`config.mk`:
```
export PLATFORM = sky130hd
export DESIGN_NAME = fp_to_fixed
export DESIGN_NICKNAME = d
export VERILOG_FILES = /design/src/rtl/aloha_fp_pkg.sv /design/src/rtl/fp_round_saturate.sv /design/src/rtl/fp_to_fixed.sv
export SDC_FILE = /design/constraint.sdc
export NUM_CORES = 1
export LEC_CHECK = 0
export ABC_AREA = 1
export BUFFER_PORTS_ARGS = -buffer_cell sky130_fd_sc_hd__buf_4
export CAP_MARGIN = 20
export CORE_MARGIN = 4
export CORE_UTILIZATION = 40
export DETAILED_ROUTE_END_ITERATION = 12
export PLACE_DENSITY_LB_ADDON = 0.15
export SLEW_MARGIN = 10
export SYNTH_ARGS = -nofsm -noshare
export SYNTH_HDL_FRONTEND = slang
export SYNTH_SLANG_ARGS = --single-unit
export TNS_END_PERCENT = 10
```
`constraint.sdc`:
```
create_clock -name clk -period 3.13 [get_ports clk]
set_input_delay 0.313 -clock clk [delete_from_list [all_inputs] [get_ports clk]]
set_output_delay 0.313 -clock clk [all_outputs]
set_load 0.1 [all_outputs]
```
`src/rtl/aloha_fp_pkg.sv`:
```
// Purpose: shared float-format types and helpers for the float-to-fixed decode path.
// Latency: n/a (types, constants and elaboration-time functions only).
// Backpressure: n/a.
package aloha_fp_pkg;

  // Default single-precision-like layout with an explicit leading one.
  localparam int FP_MANT_W = 24;
  localparam int FP_EXP_W  = 8;

  typedef struct packed {
    logic                 sign;
    logic [FP_EXP_W-1:0]  exp;
    logic [FP_MANT_W-1:0] mant;
  } fp_t;

  // All-ones exponent marks Inf/NaN.
  localparam logic [FP_EXP_W-1:0] EXP_SPECIAL = '1;

  // Width of a signed shift amount that can hold every value of
  // exp - bias - (mant_w-1) + frac_bits over the full exponent range.
  function automatic int sh_width(input int mant_w, input int exp_w,
                                  input int bias, input int frac_bits);
    int hi;
    int lo;
    int mag;
    int w;
    hi  = (1 << exp_w) - 1 - bias - (mant_w - 1) + frac_bits;
    lo  = -bias - (mant_w - 1) + frac_bits;
    mag = (hi > -lo) ? hi : -lo;
    w   = 1;
    while ((1 << w) <= mag) w++;
    return w + 1;
  endfunction

endpackage

```
`src/rtl/fp_round_saturate.sv`:
```
// Purpose: round-half-away-from-zero, apply sign, saturate to OUT_WIDTH two's complement.
// Latency: combinational.
// Backpressure: none; the enclosing pipeline stage decides when the result is captured.
// Ports: mag/rnd = truncated magnitude and last shifted-out bit, sign = 1 for negative,
//        pre_ovf = magnitude already known to exceed OUT_WIDTH bits (or Inf/NaN),
//        data/ovf = saturated signed result and saturation flag.
module fp_round_saturate
  import aloha_fp_pkg::*;
#(
  parameter int OUT_WIDTH = 64
) (
  input  logic [OUT_WIDTH-1:0] mag,
  input  logic                 rnd,
  input  logic                 sign,
  input  logic                 pre_ovf,
  output logic [OUT_WIDTH-1:0] data,
  output logic                 ovf
);

  logic [OUT_WIDTH:0] sum;

  always_comb begin
    sum  = {1'b0, mag} + {{OUT_WIDTH{1'b0}}, rnd};
    data = '0;
    ovf  = 1'b0;
    if (!sign) begin
      // Largest positive is 2^(W-1)-1, so bit W-1 or above set means overflow.
      ovf  = pre_ovf | sum[OUT_WIDTH] | sum[OUT_WIDTH-1];
      data = ovf ? {1'b0, {(OUT_WIDTH-1){1'b1}}} : sum[OUT_WIDTH-1:0];
    end else begin
      // Exactly 2^(W-1) is the most negative value and still representable.
      ovf  = pre_ovf | sum[OUT_WIDTH] | (sum[OUT_WIDTH-1] & (|sum[OUT_WIDTH-2:0]));
      data = ovf ? {1'b1, {(OUT_WIDTH-1){1'b0}}} : (~sum[OUT_WIDTH-1:0] + 1'b1);
    end
  end

endmodule

```
`src/rtl/fp_to_fixed.sv`:
```
// Purpose: pipelined sign/exponent/mantissa to rounded, saturated signed integer.
// Latency: 3 cycles accept-to-out_valid; 1 beat per cycle sustained.
// Backpressure: per-stage valid bits, bubbles collapse; in_ready low only when all stages full and out_ready low.
// Ports: clk/rst (sync, active-high); in_valid/in_ready + in_sign/in_exp/in_mant;
//        out_valid/out_ready + out_data (signed) / out_ovf (saturated).
module fp_to_fixed
  import aloha_fp_pkg::*;
#(
  parameter int MANT_WIDTH = 24,
  parameter int EXP_WIDTH  = 8,
  parameter int BIAS       = 127,
  parameter int FRAC_BITS  = 0,
  parameter int OUT_WIDTH  = 64
) (
  input  logic                  clk,
  input  logic                  rst,
  input  logic                  in_valid,
  output logic                  in_ready,
  input  logic                  in_sign,
  input  logic [EXP_WIDTH-1:0]  in_exp,
  input  logic [MANT_WIDTH-1:0] in_mant,
  output logic                  out_valid,
  input  logic                  out_ready,
  output logic [OUT_WIDTH-1:0]  out_data,
  output logic                  out_ovf
);

  localparam int SH_W   = sh_width(MANT_WIDTH, EXP_WIDTH, BIAS, FRAC_BITS);
  localparam int SH_OFS = BIAS + MANT_WIDTH - 1 - FRAC_BITS;
  localparam int WIDE_W = OUT_WIDTH + MANT_WIDTH;
  localparam logic [EXP_WIDTH-1:0] EXP_ONES = '1;

  typedef struct packed {
    logic                   sign;
    logic                   zero;
    logic                   special;
    logic signed [SH_W-1:0] sh;
    logic [MANT_WIDTH-1:0]  mant;
  } s1_t;

  typedef struct packed {
    logic                 sign;
    logic [OUT_WIDTH-1:0] mag;
    logic                 rnd;
    logic                 pre_ovf;
  } s2_t;

  logic s1_vld, s2_vld, s3_vld;
  logic s1_en, s2_en, s3_en;
  s1_t  s1_d, s1_q;
  s2_t  s2_d, s2_q;

  logic [OUT_WIDTH-1:0] rs_dat;
  logic                 rs_ovf;

  // A stage may load when it is empty or its content moves on this cycle.
  assign s3_en     = !s3_vld || out_ready;
  assign s2_en     = !s2_vld || s3_en;
  assign s1_en     = !s1_vld || s2_en;
  assign in_ready  = s1_en;
  assign out_valid = s3_vld;

  // ---------------- S1: classify exponent, compute signed shift ----------------
  always_comb begin
    s1_d         = '0;
    s1_d.sign    = in_sign;
    s1_d.zero    = (in_exp == '0);
    s1_d.special = (in_exp == EXP_ONES);
    // Modular SH_W-bit arithmetic; the result always fits by construction of SH_W.
    s1_d.sh      = signed'(SH_W'({1'b0, in_exp}) - SH_W'(SH_OFS));
    s1_d.mant    = in_mant;
  end

  // ---------------- S2: shift into magnitude, capture round bit ----------------
  logic [WIDE_W-1:0]   lsh_wide;
  logic [MANT_WIDTH:0] rsh_wide;
  logic [SH_W-1:0]     sh_abs;

  always_comb begin
    s2_d      = '0;
    lsh_wide  = '0;
    rsh_wide  = '0;
    sh_abs    = '0;
    s2_d.sign = s1_q.sign;
    if (s1_q.zero) begin
      // flushed: magnitude 0, no overflow
    end else if (s1_q.special) begin
      s2_d.pre_ovf = 1'b1;
    end else if (!s1_q.sh[SH_W-1]) begin
      sh_abs = s1_q.sh;
      if (int'(sh_abs) >= OUT_WIDTH) begin
        // Every mantissa bit lands at or above OUT_WIDTH.
        s2_d.pre_ovf = |s1_q.mant;
      end else begin
        lsh_wide     = WIDE_W'(s1_q.mant) << sh_abs;
        s2_d.mag     = lsh_wide[OUT_WIDTH-1:0];
        s2_d.pre_ovf = |lsh_wide[WIDE_W-1:OUT_WIDTH];
      end
    end else begin
      // Appending a zero below the LSB makes bit 0 the last bit shifted out;
      // shifts past the mantissa width naturally give magnitude 0, round 0.
      sh_abs   = -s1_q.sh;
      rsh_wide = {s1_q.mant, 1'b0} >> sh_abs;
      s2_d.mag = OUT_WIDTH'(rsh_wide[MANT_WIDTH:1]);
      s2_d.rnd = rsh_wide[0];
    end
  end

  // ---------------- S3: round, sign, saturate ----------------
  fp_round_saturate #(
    .OUT_WIDTH(OUT_WIDTH)
  ) u_round_sat (
    .mag     (s2_q.mag),
    .rnd     (s2_q.rnd),
    .sign    (s2_q.sign),
    .pre_ovf (s2_q.pre_ovf),
    .data    (rs_dat),
    .ovf     (rs_ovf)
  );

  always_ff @(posedge clk) begin
    if (rst) begin
      s1_vld   <= 1'b0;
      s2_vld   <= 1'b0;
      s3_vld   <= 1'b0;
      s1_q     <= '0;
      s2_q     <= '0;
      out_data <= '0;
      out_ovf  <= 1'b0;
    end else begin
      if (s1_en) begin
        s1_vld <= in_valid;
        if (in_valid) s1_q <= s1_d;
      end
      if (s2_en) begin
        s2_vld <= s1_vld;
        if (s1_vld) s2_q <= s2_d;
      end
      if (s3_en) begin
        s3_vld <= s2_vld;
        if (s2_vld) begin
          out_data <= rs_dat;
          out_ovf  <= rs_ovf;
        end
      end
    end
  end

endmodule

```
==> flow_summary.toml <==
[cts]
cts_max_path_buffers = 2
ctsHoldBuffers = 0
htreeDepth = 4
worstSkewPairLatency_ns = 0.47
cts_root_buf = "clkbuf_16"
cts_tree = "yes"
numCtsBuffers = 17
cts_num_sinks = 171
clkSlewWorstSetupHoldPaths_ns = 0.08

[sta]
relSlewSlack_pct = 47.1
clock.fmax_mhz = 331
period_share_pct = 96.5
fin_tns_setup_ns = 0
setup_viol = 0
final_max_slew_viol_count = 0
worst_slack_ns = 0.109
hold_viol = 0
final.setup_skew_ns = 0.0145
max_slew.worst_pin.slew_ns = 0.793
holdWs_ns = 0.0583
fin_crit_ns = 3.02
rsz0062_at_grt = "yes"

[placement]
place_ws_ns = -0.0878
place_congestion = 1.01
dpl.hpwl_um = 49800
dp.cells = 3167
portBuffers = 103

[hold_path]
hold_path.class = "input pin to flop"
min_path_cells = 2
whs_endpoint = "s1_q[25]"
hold_start = "in_exp[1]"

[synthesis]
synth-xor-area-share_pct = 2.30
synth.avg_cell_area_um2 = 5.76
synthTopCellsByCount = "nand2_1 (617), nand3_1 (439), nor2_1 (308)"
yosysMostFrequentCell = "nand2_1"
synth-simple-area-share_pct = 49.9
yosysTopAreaCell = "dfxtp_1"
synth_cell_types = 49
syn_area_um2 = 14900
synth_top_cell_area_share_pct = 23.0
synth.area.top_cells = "dfxtp_1 (23%), nand2_1 (16%), nand3_1 (15%), nor2_1 (7.8%), a21oi_1 (7.2%)"
synth_fa_ha_area_share_pct = 0.421
synth_cells = 2580
synthArstFlopShare_pct = 0
ys_seq_elements = 171
synth_seq_area_share_pct = 23.0
synth_top_family_by_area = "simple AND/OR/NAND/NOR gates"
synth_edf_count = 0
syn-num-nets = 2622
ys.flop_type = "dfxtp_1"
synth_compound_area_share_pct = 15.2
ys_warn_count = 0
synthMuxAreaShare_pct = 0

[power]
comb_power_share_pct = 40.7
p_leak_uw = 0.00782
power_density_nw_per_um2 = 439
finalPower_uw = 7770
irDropWorstVdd_mv = 0.335
clockPowerShare_pct = 28.6
intPower_uw = 4420
p_sw_share_pct = 43.1
power.switching_uw = 3350
p_seq_share_pct = 30.8

[die]
die_y_um = 201
initial_core_util_pct = 40.6
die-area_um2 = 40300
core_area_um2 = 36600
row_count = 70
die_x_um = 201
io_pins = 104

[setup_path]
worstPathArrival_ns = 3.41
crit_type = "flop to flop"
cpMaxStageDelayCell = "dfxtp_2"
cp.required_ns = 3.52
cpMostUsedCell = "nand2_1"
cpPeakStageDelay_ns = 0.41
path_cells = "nand2_1 > nor2_1 > nand2_1 > buf_4 > nor2_1 > nand2_1 > nand2_1 > nand2_2 > nor2_4 > nand3_2 > nor2_2 > nand2_2 > nor2_4 > nand3_4 > nand2_8 > buf_4 > nand4_1 > a21oi_1"
worstSetupStartpointType = "flop"
r2r-start = "s2_q[22]"
r2r_slack_ns = 0.11
reg2reg_to = "out_data[60]"
rr_worst_depth = 18
cp_max_fo = 9
end_kind = "flop"

[drt]
ant_nets = 0
drtIter0Drc = 1457
drtPass1Iterations = 6
drc_errors = 0
vias = 18263
routedWlPerCell_um = 19.8
vias_per_cell = 5.70
wl_um = 63600

[grt]
grt-ovfl-total = 0
grt_pass1_vias = 17315
grt_usage_pct = 30.4
grt_max_degree = 72
grt_pass1_wl_um = 98400
antenna_found_initial = 0

[layout]
antennaDiodeCount = 0
drive_gt1_share_pct = 17.2
instances_no_fill = 3205
nFillCells = 4070
nets = 2766
area_growth_syn_to_layout_pct = 19.0

[flow_run]
drv_cap = 0

[run_status]
status = "complete, no violations"
[worst max-delay path: cells and delay by family, from the launching register on]
| family | cells | cell delay, ns |
|---|---|---|
| compound gates | 1 | 0.16 |
| buf+inv | 2 | 0.33 |
| flops | 1 | 0.41 |
| simple gates | 15 | 2.05 |
[stage by stage]
stage          area (um2)  util (%)
2_1_floorplan       14900         -
4_1_cts             17500      47.7
6_report            17700      48.3
3_3_place_gp        16800      46.0
3_5_place_dp        16800      46.0
5_1_grt             17700      48.3
[how the worst max path moves through the flow]
stage	start	endpoint	slack, ns	cells past startpoint
5_1_grt	s2_q[2]	out_data[31]	-0.12	17
3_3_place_gp	s2_q[2]	out_data[49]	0.04	17
4_1_cts	s2_q[2]	out_data[2]	0.002	19
2_1_floorplan	out_valid	s1_q[19]	0.18	9
3_5_place_dp	s2_q[1]	out_data[31]	-0.09	17
6_report	s2_q[22]	out_data[60]	0.11	18
[area by class of cell]
type | count | area, um2 | share of cell area [%]
clock buffers | 19 | 443 | 2.50
clock inverters | 13 | 133 | 0.750
repair buffers | 259 | 2050 | 11.6
multi-input cells | 2072 | 10200 | 57.9
inverters | 203 | 762 | 4.31
flip-flops and latches | 171 | 3460 | 19.6
well taps | 468 | 586 | 3.31
[registers in the layout, summed over array words and instances (netlist names)]
name / count
s1_q: 36
out_ovf: 1
out_data: 64
s2_vld: 1
s1_vld: 1
s2_q: 67
out_valid: 1
[what timing repair did]
item                                    in CTS  in global routing
pin swaps                                    4                  7
hold endpoints to repair                     0                  0
endpoints found under the setup margin      60                 65
gates cloned                                 1                  1
buffers inserted                             0                  4
resized for setup                            6                 65
[layer usage]
layer	track usage [%]	share of wire (%)	vias to the layer above
met1	38.1	42	8410
met5	0	0	-
met4	16.7	6.2	0
li1	-	-	8961
met3	3.67	5.2	175
met2	51.1	47	717
[power groups by stage]
stage	clock network (uW)	registers (uW)	logic, uW
floorplan	0	2700	1690
global placement	0	2430	3090
detailed placement	0	2440	3080
CTS	2250	2390	3100
global route	2320	2400	3400
finish	2220	2390	3160
[cell usage in the layout (no fill, tap or decap), types with 12 or more instances in the layout]
master	netlist	layout
a21oi_1	214	210
a22oi_1	14	14
buf_4	1	250
clkbuf_16	0	18
dfxtp_1	171	140
dfxtp_2	0	31
inv_1	189	187
nand2_1	617	612
nand2_2	23	28
nand3_1	439	437
nand3_2	13	15
nand3b_1	19	19
nand4_1	83	83
nor2_1	308	292
nor2_2	38	45
nor2_4	19	28
nor3_1	14	14
o21ai_0	148	148
xnor2_1	12	12
xor2_1	27	26
[kinds of logic after synthesis]
family,after synthesis
compound gates,423
xor+xnor,39
fa+ha+maj,5
buf+inv,338
flops,171
simple gates,1604
No activity file was read; power rests on OpenSTA's default activity.
